[src/rtl/cpu_uart_transmitter.sv]
// Buffered 8N1 UART transmitter for the CPU peripheral bus.
// Bytes are queued in a small FIFO and shifted out LSB-first, one bit per BAUD_DIV clocks.
module cpu_uart_transmitter #(
  parameter int unsigned BAUD_DIV   = 5208,
  parameter int unsigned FIFO_DEPTH = 4
) (
  input  logic       clk,
  input  logic       reset,
  input  logic       TX_EN,
  input  logic [7:0] TX_DATA,
  output logic       UART_TX,
  output logic       TX_READY,
  output logic       TX_BUSY,
  output logic       TX_DONE,
  output logic       TX_OVF
);

  localparam int unsigned DATA_W = 8;
  localparam int unsigned CNT_W  = 16;
  localparam int unsigned BIT_W  = 3;
  localparam int unsigned PTR_W  = $clog2(FIFO_DEPTH);
  localparam int unsigned OCC_W  = PTR_W + 1;

  localparam logic [CNT_W-1:0] BAUD_LAST = CNT_W'(BAUD_DIV - 1);
  localparam logic [OCC_W-1:0] OCC_FULL  = OCC_W'(FIFO_DEPTH);
  localparam logic [BIT_W-1:0] LAST_BIT  = BIT_W'(DATA_W - 1);

  typedef enum logic [1:0] {
    ST_IDLE,
    ST_START,
    ST_DATA,
    ST_STOP
  } state_t;

  state_t             state_q, state_d;
  logic [CNT_W-1:0]   cnt_q, cnt_d;
  logic [BIT_W-1:0]   bit_q, bit_d;
  logic [DATA_W-1:0]  shift_q, shift_d;
  logic [PTR_W-1:0]   wr_ptr_q, wr_ptr_d;
  logic [PTR_W-1:0]   rd_ptr_q, rd_ptr_d;
  logic [OCC_W-1:0]   occ_q, occ_d;
  logic [DATA_W-1:0]  mem [FIFO_DEPTH];

  logic tx_q, tx_d;
  logic ready_q, ready_d;
  logic busy_q, busy_d;
  logic done_q, done_d;
  logic ovf_q, ovf_d;

  logic bit_end;
  logic fifo_empty;
  logic fifo_full;
  logic push;
  logic pop;

  assign bit_end    = (cnt_q == BAUD_LAST);
  assign fifo_empty = (occ_q == '0);
  assign fifo_full  = (occ_q == OCC_FULL);
  // Fullness is judged before the edge, so a same-edge pop never frees room.
  assign push       = TX_EN && !fifo_full;

  // Frame sequencer: next state, baud counter, bit index and shift register
  always_comb begin
    state_d = state_q;
    cnt_d   = cnt_q;
    bit_d   = bit_q;
    shift_d = shift_q;
    pop     = 1'b0;
    done_d  = 1'b0;
    unique case (state_q)
      ST_IDLE: begin
        if (!fifo_empty) begin
          pop     = 1'b1;
          shift_d = mem[rd_ptr_q];
          cnt_d   = '0;
          state_d = ST_START;
        end
      end
      ST_START: begin
        if (bit_end) begin
          cnt_d   = '0;
          bit_d   = '0;
          state_d = ST_DATA;
        end else begin
          cnt_d = cnt_q + CNT_W'(1);
        end
      end
      ST_DATA: begin
        if (bit_end) begin
          cnt_d   = '0;
          shift_d = {1'b0, shift_q[DATA_W-1:1]};
          bit_d   = bit_q + BIT_W'(1);
          if (bit_q == LAST_BIT) begin
            state_d = ST_STOP;
          end
        end else begin
          cnt_d = cnt_q + CNT_W'(1);
        end
      end
      ST_STOP: begin
        if (bit_end) begin
          cnt_d  = '0;
          done_d = 1'b1;
          // Chain straight into the next start bit when more data is queued
          if (!fifo_empty) begin
            pop     = 1'b1;
            shift_d = mem[rd_ptr_q];
            state_d = ST_START;
          end else begin
            state_d = ST_IDLE;
          end
        end else begin
          cnt_d = cnt_q + CNT_W'(1);
        end
      end
      default: begin
        state_d = ST_IDLE;
      end
    endcase
  end

  // FIFO bookkeeping and registered status/line values
  always_comb begin
    wr_ptr_d = wr_ptr_q;
    rd_ptr_d = rd_ptr_q;
    tx_d     = 1'b1;
    if (push) begin
      wr_ptr_d = wr_ptr_q + PTR_W'(1);
    end
    if (pop) begin
      rd_ptr_d = rd_ptr_q + PTR_W'(1);
    end
    occ_d   = occ_q + OCC_W'(push) - OCC_W'(pop);
    ready_d = (occ_d != OCC_FULL);
    busy_d  = (state_d != ST_IDLE) || (occ_d != '0);
    ovf_d   = ovf_q || (TX_EN && fifo_full);
    unique case (state_d)
      ST_IDLE:  tx_d = 1'b1;
      ST_START: tx_d = 1'b0;
      ST_DATA:  tx_d = shift_d[0];
      ST_STOP:  tx_d = 1'b1;
      default:  tx_d = 1'b1;
    endcase
  end

  always_ff @(posedge clk or posedge reset) begin
    if (reset) begin
      state_q  <= ST_IDLE;
      cnt_q    <= '0;
      bit_q    <= '0;
      shift_q  <= '0;
      wr_ptr_q <= '0;
      rd_ptr_q <= '0;
      occ_q    <= '0;
      tx_q     <= 1'b1;
      ready_q  <= 1'b1;
      busy_q   <= 1'b0;
      done_q   <= 1'b0;
      ovf_q    <= 1'b0;
    end else begin
      state_q  <= state_d;
      cnt_q    <= cnt_d;
      bit_q    <= bit_d;
      shift_q  <= shift_d;
      wr_ptr_q <= wr_ptr_d;
      rd_ptr_q <= rd_ptr_d;
      occ_q    <= occ_d;
      tx_q     <= tx_d;
      ready_q  <= ready_d;
      busy_q   <= busy_d;
      done_q   <= done_d;
      ovf_q    <= ovf_d;
    end
  end

  // Storage needs no reset; validity is tracked by the pointers and occupancy
  always_ff @(posedge clk) begin
    if (push) begin
      mem[wr_ptr_q] <= TX_DATA;
    end
  end

  assign UART_TX  = tx_q;
  assign TX_READY = ready_q;
  assign TX_BUSY  = busy_q;
  assign TX_DONE  = done_q;
  assign TX_OVF   = ovf_q;

endmodule

[config.mk]
export PLATFORM = sky130hd
export DESIGN_NAME = cpu_uart_transmitter
export DESIGN_NICKNAME = d
export VERILOG_FILES = /design/src/rtl/cpu_uart_transmitter.sv
export SDC_FILE = /design/constraint.sdc
export NUM_CORES = 1
export LEC_CHECK = 0
export CORE_MARGIN = 10
export CORE_UTILIZATION = 32
export CTS_BUF_LIST = sky130_fd_sc_hd__clkbuf_8 sky130_fd_sc_hd__clkbuf_16
export CTS_CLUSTER_DIAMETER = 30
export DETAILED_ROUTE_END_ITERATION = 6
export PLACE_DENSITY = 0.45
export SYNTH_ARGS = -nofsm -noshare
export SYNTH_HDL_FRONTEND = slang
export SYNTH_SLANG_ARGS = --single-unit
[constraint.sdc]
create_clock -name clk -period 6 [get_ports clk]
set_input_delay 0.9 -clock clk [delete_from_list [all_inputs] [get_ports clk]]
set_output_delay 0.9 -clock clk [all_outputs]
set_load 0.05 [all_outputs]
Word-level counts from Yosys, hierarchy flattened
Memory sizes are Yosys's and may differ from the RTL's.
Cells that the tools add are included.
- output and inout bits: 5
- bits in writable memories: 32
- input bits: 11
- memories: 1
- ROM bits: 0
- latch bits: 0
- logic and storage cells: 75
- register bits: 41
- shift-type cells: 0
- multiplexer cells: 25
- add/sub/neg operators: 6
- reduce and logical (&&, ||, !) cells: 16
- equality and inequality tests: 14
- div/mod/pow operators: 0
- magnitude comparators: 0
- bitwise logic cells: 0
- multiply operators: 0
- memory list (name ; depth ; bits a word ; rd ports ; clocked after memory_dff ; write ports ; RTL line ; source):
    mem ; 4 ; 8 ; 1 ; 0 ; 1 ; 42 ; logic [DATA_W-1:0] mem [FIFO_DEPTH];
- operators with widths (kind ; count):
    16-bit two-way mux ; 2
    16-bit case mux with 2 select lines ; 1
    8-bit two-way mux ; 3
    8-bit case mux with 3 select lines ; 1
    16-bit by 1-bit adder with 16-bit output, second input constant ; 1
    16-bit by 13-bit equality test with 1-bit output, second input constant ; 1
    2-bit two-way mux ; 5
    2-bit equality test, second input constant ; 4
    2-bit inequality test, second input constant ; 4
    2-bit case mux with 4 select lines ; 1
    1-bit two-way mux ; 7
    3-bit equality test, second input constant ; 2
    3-bit two-way mux ; 2
    3-bit case mux with 2 select lines ; 1
    3-bit AND reduction ; 2
    3-bit nonzero test ; 2
    2-bit by 1-bit adder with 2-bit output, second input constant ; 2
    2-bit by 1-bit equality test with 1-bit output, second input constant ; 2
    2-bit zero test ; 2
    2-bit nonzero test ; 2
    3-bit by 1-bit adder with 3-bit output ; 1
    3-bit by 1-bit adder with 3-bit output, second input constant ; 1
    3-bit zero test ; 1
    3-bit inequality test, second input constant ; 1
    8 further kinds ; 10

Longest topological paths before layout
Gate-level depths: netlist (run 1).
- word-level depth: 7
- depth in mapped cells: 11
- gate-level depth less buffers: 11

Least setup slack after synthesis (run 1)
OpenSTA, ideal clock, no wires.
- path kind: reg-to-reg
- start point: register cnt_q[13]
- end point: register busy_q (netlist: TX_BUSY)
- path buffers: 0
- stages on the path, launching flop included: 11
- library setup time: 0.127 ns
- slack: 3.153 ns
- required time: 5.873 ns
- period minus slack after synthesis: 2.847 ns
- arrival: 2.720 ns
- path through: dfrtp_1 -> or4_1 -> nor4_4 -> nor2_1 -> nor3_2 -> ha_1 -> inv_1 -> ha_1 -> fa_1 -> nor2_1 -> nand3b_1
- longest elaborated chain between the ends: 6
- elaborated cells between the ends (all ways): 11
- classes of those cells: add/sub (1); eq/ne (1); mux (6); reduce/logical (3)
- ends and longest elaborated chain (what ; RTL line ; source):
    start: declaration ; 36 ; logic [CNT_W-1:0] cnt_q, cnt_d;
    start signal: assignment ; 162 ; cnt_q <= cnt_d;
    16-bit by 13-bit equality test with 1-bit output ; 56 ; assign bit_end = (cnt_q == BAUD_LAST);
    1-bit two-way mux ; 101 ; if (bit_end) begin
    1-bit case mux with 2 select lines ; 70 ; unique case (state_q)
    via pop ; 54 ; logic pop;
    3-bit by 1-bit subtractor with 3-bit output ; 133 ; occ_d = occ_q + OCC_W'(push) - OCC_W'(pop);
    via occ_d[1] ; 41 ; logic [OCC_W-1:0] occ_q, occ_d;
    3-bit nonzero test ; 135 ; busy_d = (state_d != ST_IDLE) || (occ_d != '0);
    1-bit logical OR ; 135 ;
    via busy_d ; 46 ; logic busy_q, busy_d;
    end signal: assignment ; 170 ; busy_q <= busy_d;
    end: declaration ; 46 ;
The timed path passes the listed nets, and every way through them passes these cells.
A chain may end at the register's enable or synchronous reset.

Worst setup path in the final report (run 1)
- start point: register state_q[1]
- end point: register busy_q (netlist: TX_BUSY)
- longest elaborated chain between the ends: 5
- elaborated cells between the ends (all ways): 15
- classes of those cells: add/sub (1); eq/ne (3); mux (7); reduce/logical (4)
- ends and longest elaborated chain (what ; RTL line ; source):
    start: declaration ; 35 ; state_t state_q, state_d;
    start signal: assignment ; 161 ; state_q <= state_d;
    2-bit equality test or 2-bit zero test (tied branches) ; 70 ;
    1-bit case mux with 2 select lines (*) ; 70 ;
    via pop ; 54 ;
    3-bit by 1-bit subtractor with 3-bit output (*) ; 133 ;
    via occ_d[1] ; 41 ;
    3-bit nonzero test (*) ; 135 ;
    1-bit logical OR (*) ; 135 ;
    via busy_d ; 46 ;
Mark *: on every way through the listed nets, which the timed path passes. The rest lies on a longest branch.

==> flow_summary.ini, run 1 <==
[run_status]
status = complete, no violations

[routing]
wl_per_cell_um = 15.8
via_per_inst = 5.02
route.detailed.drc = 0
dr.pass1.iters = 4
postRouteAntennaNets = 0
vias = 2343
initialDrtViolationCount = 185
routed_wirelength_um = 7380

[clocking]
clock_sink_count = 73
postCtsHoldBufs = 0
cts.path.max_buffers = 2
cts_tree = built
clk_latency_ns = 0.34
clkSlewWorstSetupHoldPaths_ns = 0.06
cts_buffers = 9
post-cts-setup-buffers = 0
cts_resized = 0
htreeDepth = 3
clockRootBuffer = clkbuf_16

[finish]
finalCoreUtilization_pct = 38.6
fin_nets = 351
diodes = 0
layout-drive-gt1-share_pct = 15.3
final_cells = 467
area_delta_synth_final_pct = 16.2

[synth]
synth_compound_area_share_pct = 9.01
yosysMostFrequentCell = dfrtp_1
synthMuxAreaShare_pct = 9.53
async_flop_share_pct = 56.2
syn_inst = 306
netlist_area_um2 = 3650
syn_nets = 335
synthTopCellsByCount = dfrtp_1, edfxtp_1, o21ai_0, nand2_1, inv_1
synth-simple-area-share_pct = 15.0
yosys.area.top_type = dfrtp_1
synthFlopType = dfrtp_1
ys_ff_latch = 73
yosysTopAreaCellShare_pct = 26.7
synth_area_leaders = dfrtp_1, edfxtp_1, ha_1
yosysSeqAreaShare_pct = 54.5
syn_area_per_cell_um2 = 11.9
synth-edff-count = 32
ys_warn_count = 0
synth_top_family_by_area = simple AND/OR/NAND/NOR gates
synth-xor-area-share_pct = 2.16
synth_cell_types = 52
synth_fa_ha_area_share_pct = 6.37

[critical_path]
cpMostUsedCell = ha_1
r2r_slack_ns = 2.71
critPathLaunchType = flop
worstPathMaxFanout = 8
cpPeakStageDelay_ns = 0.48
cp.arrival_ns = 3.50
critPathSlowestCell = or4bb_1
worstSetupEndpointType = flop
critPathKind = flop to flop
required_ns = 6.21
path_cells = ha_1 > or4bb_1 > nor4_4 > nor2_1 > nor3_2 > ha_1 > inv_1 > ha_1 > fa_1 > nor2_1 > nand3b_1

[global_routing]
overflow = 0
antenna_found_initial = 0
grt_pass1_wl_um = 12700
grt_pass1_vias = 2503
grt_max_degree = 42
grt_usage_pct = 9.76

[placement]
placed_cells = 451
port_buffers = 15
gp_congestion = 0.760
dp_hpwl_um = 4990

[timing]
rsz0062_at_grt = no
finalClockSkew_ns = 0.00547
period_needed_ns = 3.29
final.period_utilization_pct = 54.8
drv_slew = 0
relSlewSlack_pct = 48.3
setup_viol = 0
finalHoldViolations = 0
tns_ns = 0
hold_ws_ns = 0.470
worst_pin_slew_ns = 0.770
fmax_mhz = 304

[die]
die-area_um2 = 16100
fp.dieH_um = 127
rows = 38
start_util_pct = 33.2
die_w_um = 127
core_area_um2 = 11000
ios = 16

[pwr]
power.density_nw_per_um2 = 325
vdd_ir_drop_max_uv = 205
leakage_nw = 1.58
fin_total_pwr_mw = 1.38

[min_path]
hp-class = flop to flop

[job]
drv_cap = 0
==> power breakdown <==
group          switching (mW)  leakage [nW]  internal, mW
logic                   0.119         0.640        0.0856
clock network           0.219         0.144         0.325
registers              0.0340         0.800         0.595
total                   0.372          1.58          1.01
==> through the flow <==
stage                     setup WS, ns  cell area [um2]
after floorplan                   3.15             3650
after global placement            2.78             3940
after detailed placement          2.72             3940
after CTS                         2.69             4240
after global routing              2.45             4240
final                             2.71             4240
==> sequential cells by signal (all words and copies together) (netlist names) <==
| signal | cells |
|---|---|
| mem | 32 |
| cnt_q | 16 |
| shift_q | 8 |
| bit_q | 3 |
| occ_q | 3 |
| rd_ptr_q | 2 |
| state_q | 2 |
| wr_ptr_q | 2 |
| TX_BUSY | 1 |
| TX_DONE | 1 |
| TX_OVF | 1 |
| TX_READY | 1 |
| UART_TX | 1 |
==> worst paths after layout <==
check                      startpoint        to  cells past startpoint
max                        state_q[1]   TX_BUSY                     11
min                          bit_q[1]  bit_q[1]                      2
max reg2reg                state_q[1]   TX_BUSY                     11
min reg2reg                  bit_q[1]  bit_q[1]                      2
max in group asynchronous       reset  TX_READY                      3
min in group asynchronous       reset  bit_q[1]                      3
==> critical path: cells and delay by family (launching register included) <==
kind / cells / cell delay (ns)
buf+inv: 1 / 0.05
flops: 1 / 0.46
fa+ha+maj: 4 / 1.14
simple gates: 6 / 1.51
==> kinds of logic after synthesis <==
family	count (synthesis)
simple gates	95
flops	73
compound gates	57
buf+inv	31
mux	23
fa+ha+maj	18
xor+xnor	9
==> area by class of cell <==
class / count / area [um2]
Clock buffer: 9 / 225
Fill cell: 1080 / 6740
Multi-Input combinational cell: 202 / 1540
Clock inverter: 7 / 76.3
Timing Repair Buffer: 18 / 173
Tap cell: 140 / 175
Inverter: 18 / 67.6
Sequential cell: 73 / 1990
==> layer usage <==
metal	vias to the layer above	track usage (%)	share of wire, %
met5	-	0	0
met1	1151	12.1	47
li1	1145	-	-
met3	8	3.04	3.9
met2	39	15.5	48
met4	0	3.75	1.4
==> layout by cell type, fill, tap and decap left out, drive strengths merged, types with 5 or more instances in the layout <==
| master | n |
|---|---|
| nand2 | 23 |
| clkbuf | 9 |
| dfrtp | 39 |
| or3 | 7 |
| inv | 20 |
| nor3 | 7 |
| a21oi | 15 |
| nand4 | 5 |
| nand3 | 15 |
| clkdlybuf4s50 | 15 |
| o21ai | 28 |
| edfxtp | 32 |
| and2 | 5 |
| xnor2 | 7 |
| mux2 | 14 |
| ha | 17 |
| mux4 | 8 |
| nor2 | 14 |
Note: power is estimated with default switching activity, not from simulation.
==> run 2: changes to the inputs <==
- clock period: 6 -> 3.3 ns (I/O delays scaled with it)
==> run 2 against run 1 <==
Setup slack got worse by 2.4 ns; fmax is 11% higher; first-iteration DRC count fell by 45%; clock power is 100% higher; routed wire length grew 3.4%; critical path depth fell by 1; via count up 1.8%; die area stayed put; combinational power is 85% higher; global-route usage grew 0.15 points; critical path type unchanged; largest cell class unchanged.
==> flow_summary.ini, run 2 (synthesis results as in run 1) <==
[finish]
fin_nets = 362
final_common_cell = dfrtp_1
area_delta_synth_final_pct = 19.3
diodes = 0
final_cell_mix = dfrtp_1, edfxtp_1, o21ai_0
final_cells = 478
num-fill-cells = 1066
largest-register = mem
layout-drive-gt1-share_pct = 18.3
largest_reg_flops = 32
top_regs = mem x32, cnt_q x16, shift_q x8

[timing]
period_needed_ns = 2.96
finalClockSkew_ns = 0.00845
setup_viol = 0
hold_ws_ns = 0.476
setup_ws_ns = 0.344
fmax_mhz = 338
finalHoldViolations = 0
final.period_utilization_pct = 89.6
worst_pin_slew_ns = 0.729
tns_ns = 0
drv_slew = 0
relSlewSlack_pct = 51.2
rsz0062_at_grt = no

[min_path]
hp-class = input pin to async pin

[global_routing]
grt_pass1_vias = 2527
grt_max_degree = 23
grt_pass1_wl_um = 12900
grt_usage_pct = 9.91
overflow = 0
antenna_found_initial = 0

[routing]
route.detailed.drc = 0
wl_per_cell_um = 16.0
vias = 2386
dr.pass1.iters = 4
routed_wirelength_um = 7630
initialDrtViolationCount = 102
postRouteAntennaNets = 0
via_per_inst = 4.99

[placement]
pre_cts_slack_ns = 0.332
dp_hpwl_um = 5400
port_buffers = 15
gp_congestion = 0.780
placed_cells = 462

[critical_path]
worstSetupEndpointType = flop
ff2ff_path_depth = 10
r2r_slack_ns = 0.34
reg2reg_from = cnt_q[7]
cp.arrival_ns = 3.18
critPathLaunchType = flop
crit_end = TX_BUSY
r2r-end = TX_BUSY
worstPathMaxFanout = 7
critPathKind = flop to flop
required_ns = 3.52
setup.worst_path.start = cnt_q[7]

[clocking]
htreeDepth = 3
cts_buffers = 9
clkSlewWorstSetupHoldPaths_ns = 0.07
clockRootBuffer = clkbuf_16
clock_sink_count = 73
cts_tree = built
clk_latency_ns = 0.34
cts_resized = 0
post-cts-setup-buffers = 0
cts.path.max_buffers = 2
postCtsHoldBufs = 0

[die]
rows = 38
die-area_um2 = 16100
fp.dieH_um = 127
core_area_um2 = 11000
start_util_pct = 33.2
ios = 16
die_w_um = 127

[pwr]
vdd_ir_drop_max_uv = 322
fin_total_pwr_mw = 2.61
power.density_nw_per_um2 = 599
leakage_nw = 1.66

[job]
drv_cap = 0

[run_status]
status = complete, no violations
[run 2: cell types whose count changed in the layout (fill, tap and decap cells not counted)]
| cell | delta |
|---|---|
| clkinv_1 | -1 |
| inv_6 | -1 |
| bufinv_16 | +1 |
| buf_4 | +11 |
| clkinv_4 | -1 |
| inv_8 | +2 |
[run 2: final cells by class]
type                       count  area (um2)  share of cell area (%)
timing repair buffer          29         255                    5.86
clock inverter                 7         108                    2.47
clock buffer                   9         225                    5.17
sequential                    73        1990                    45.7
tap                          140         175                    4.02
multi-input combinational    202        1540                    35.3
inverter                      18        67.6                    1.55
[run 2: layer usage]
layer / part of all wire (%) / global-route usage, % / wire length (um)
met1: 48 / 12.3 / 3690
met3: 3.0 / 3.00 / 226
met2: 47 / 15.9 / 3600
met5: 0 / 0 / 0
met4: 1.3 / 3.48 / 102
[run 2: report_power, final]
part	switching (mW)	internal, mW	leakage, nW
clock	0.410	0.678	0.160
combinational	0.214	0.164	0.698
sequential	0.0637	1.08	0.800
total	0.687	1.92	1.66
[run 2: metrics by stage]
step	instance area, um2	utilization, %
after floorplan	3650	-
after global placement	4020	36.6
after detailed placement	4020	36.6
after CTS	4360	39.7
after global routing	4360	39.7
final	4360	39.7
[run 2: worst min path at each step]
stage,endpoint,cells past startpoint,slack [ns],from
6_report,state_q[0],2,0.48,reset
5_1_grt,TX_OVF,1,0.50,TX_OVF
4_1_cts,TX_OVF,1,0.48,TX_OVF
3_5_place_dp,TX_OVF,1,0.46,TX_OVF
3_3_place_gp,bit_q[1],2,0.46,bit_q[1]
2_1_floorplan,bit_q[1],2,0.44,bit_q[1]
[run 2: critical path: stages (launching register included)]
cell	delay, ns
dfrtp_1	0.45
or4b_1	0.58
nor4_4	0.32
nor2_1	0.12
nor3_2	0.25
ha_1	0.27
inv_1	0.05
ha_1	0.15
fa_1	0.42
nor2_1	0.14
nand3b_1	0.08
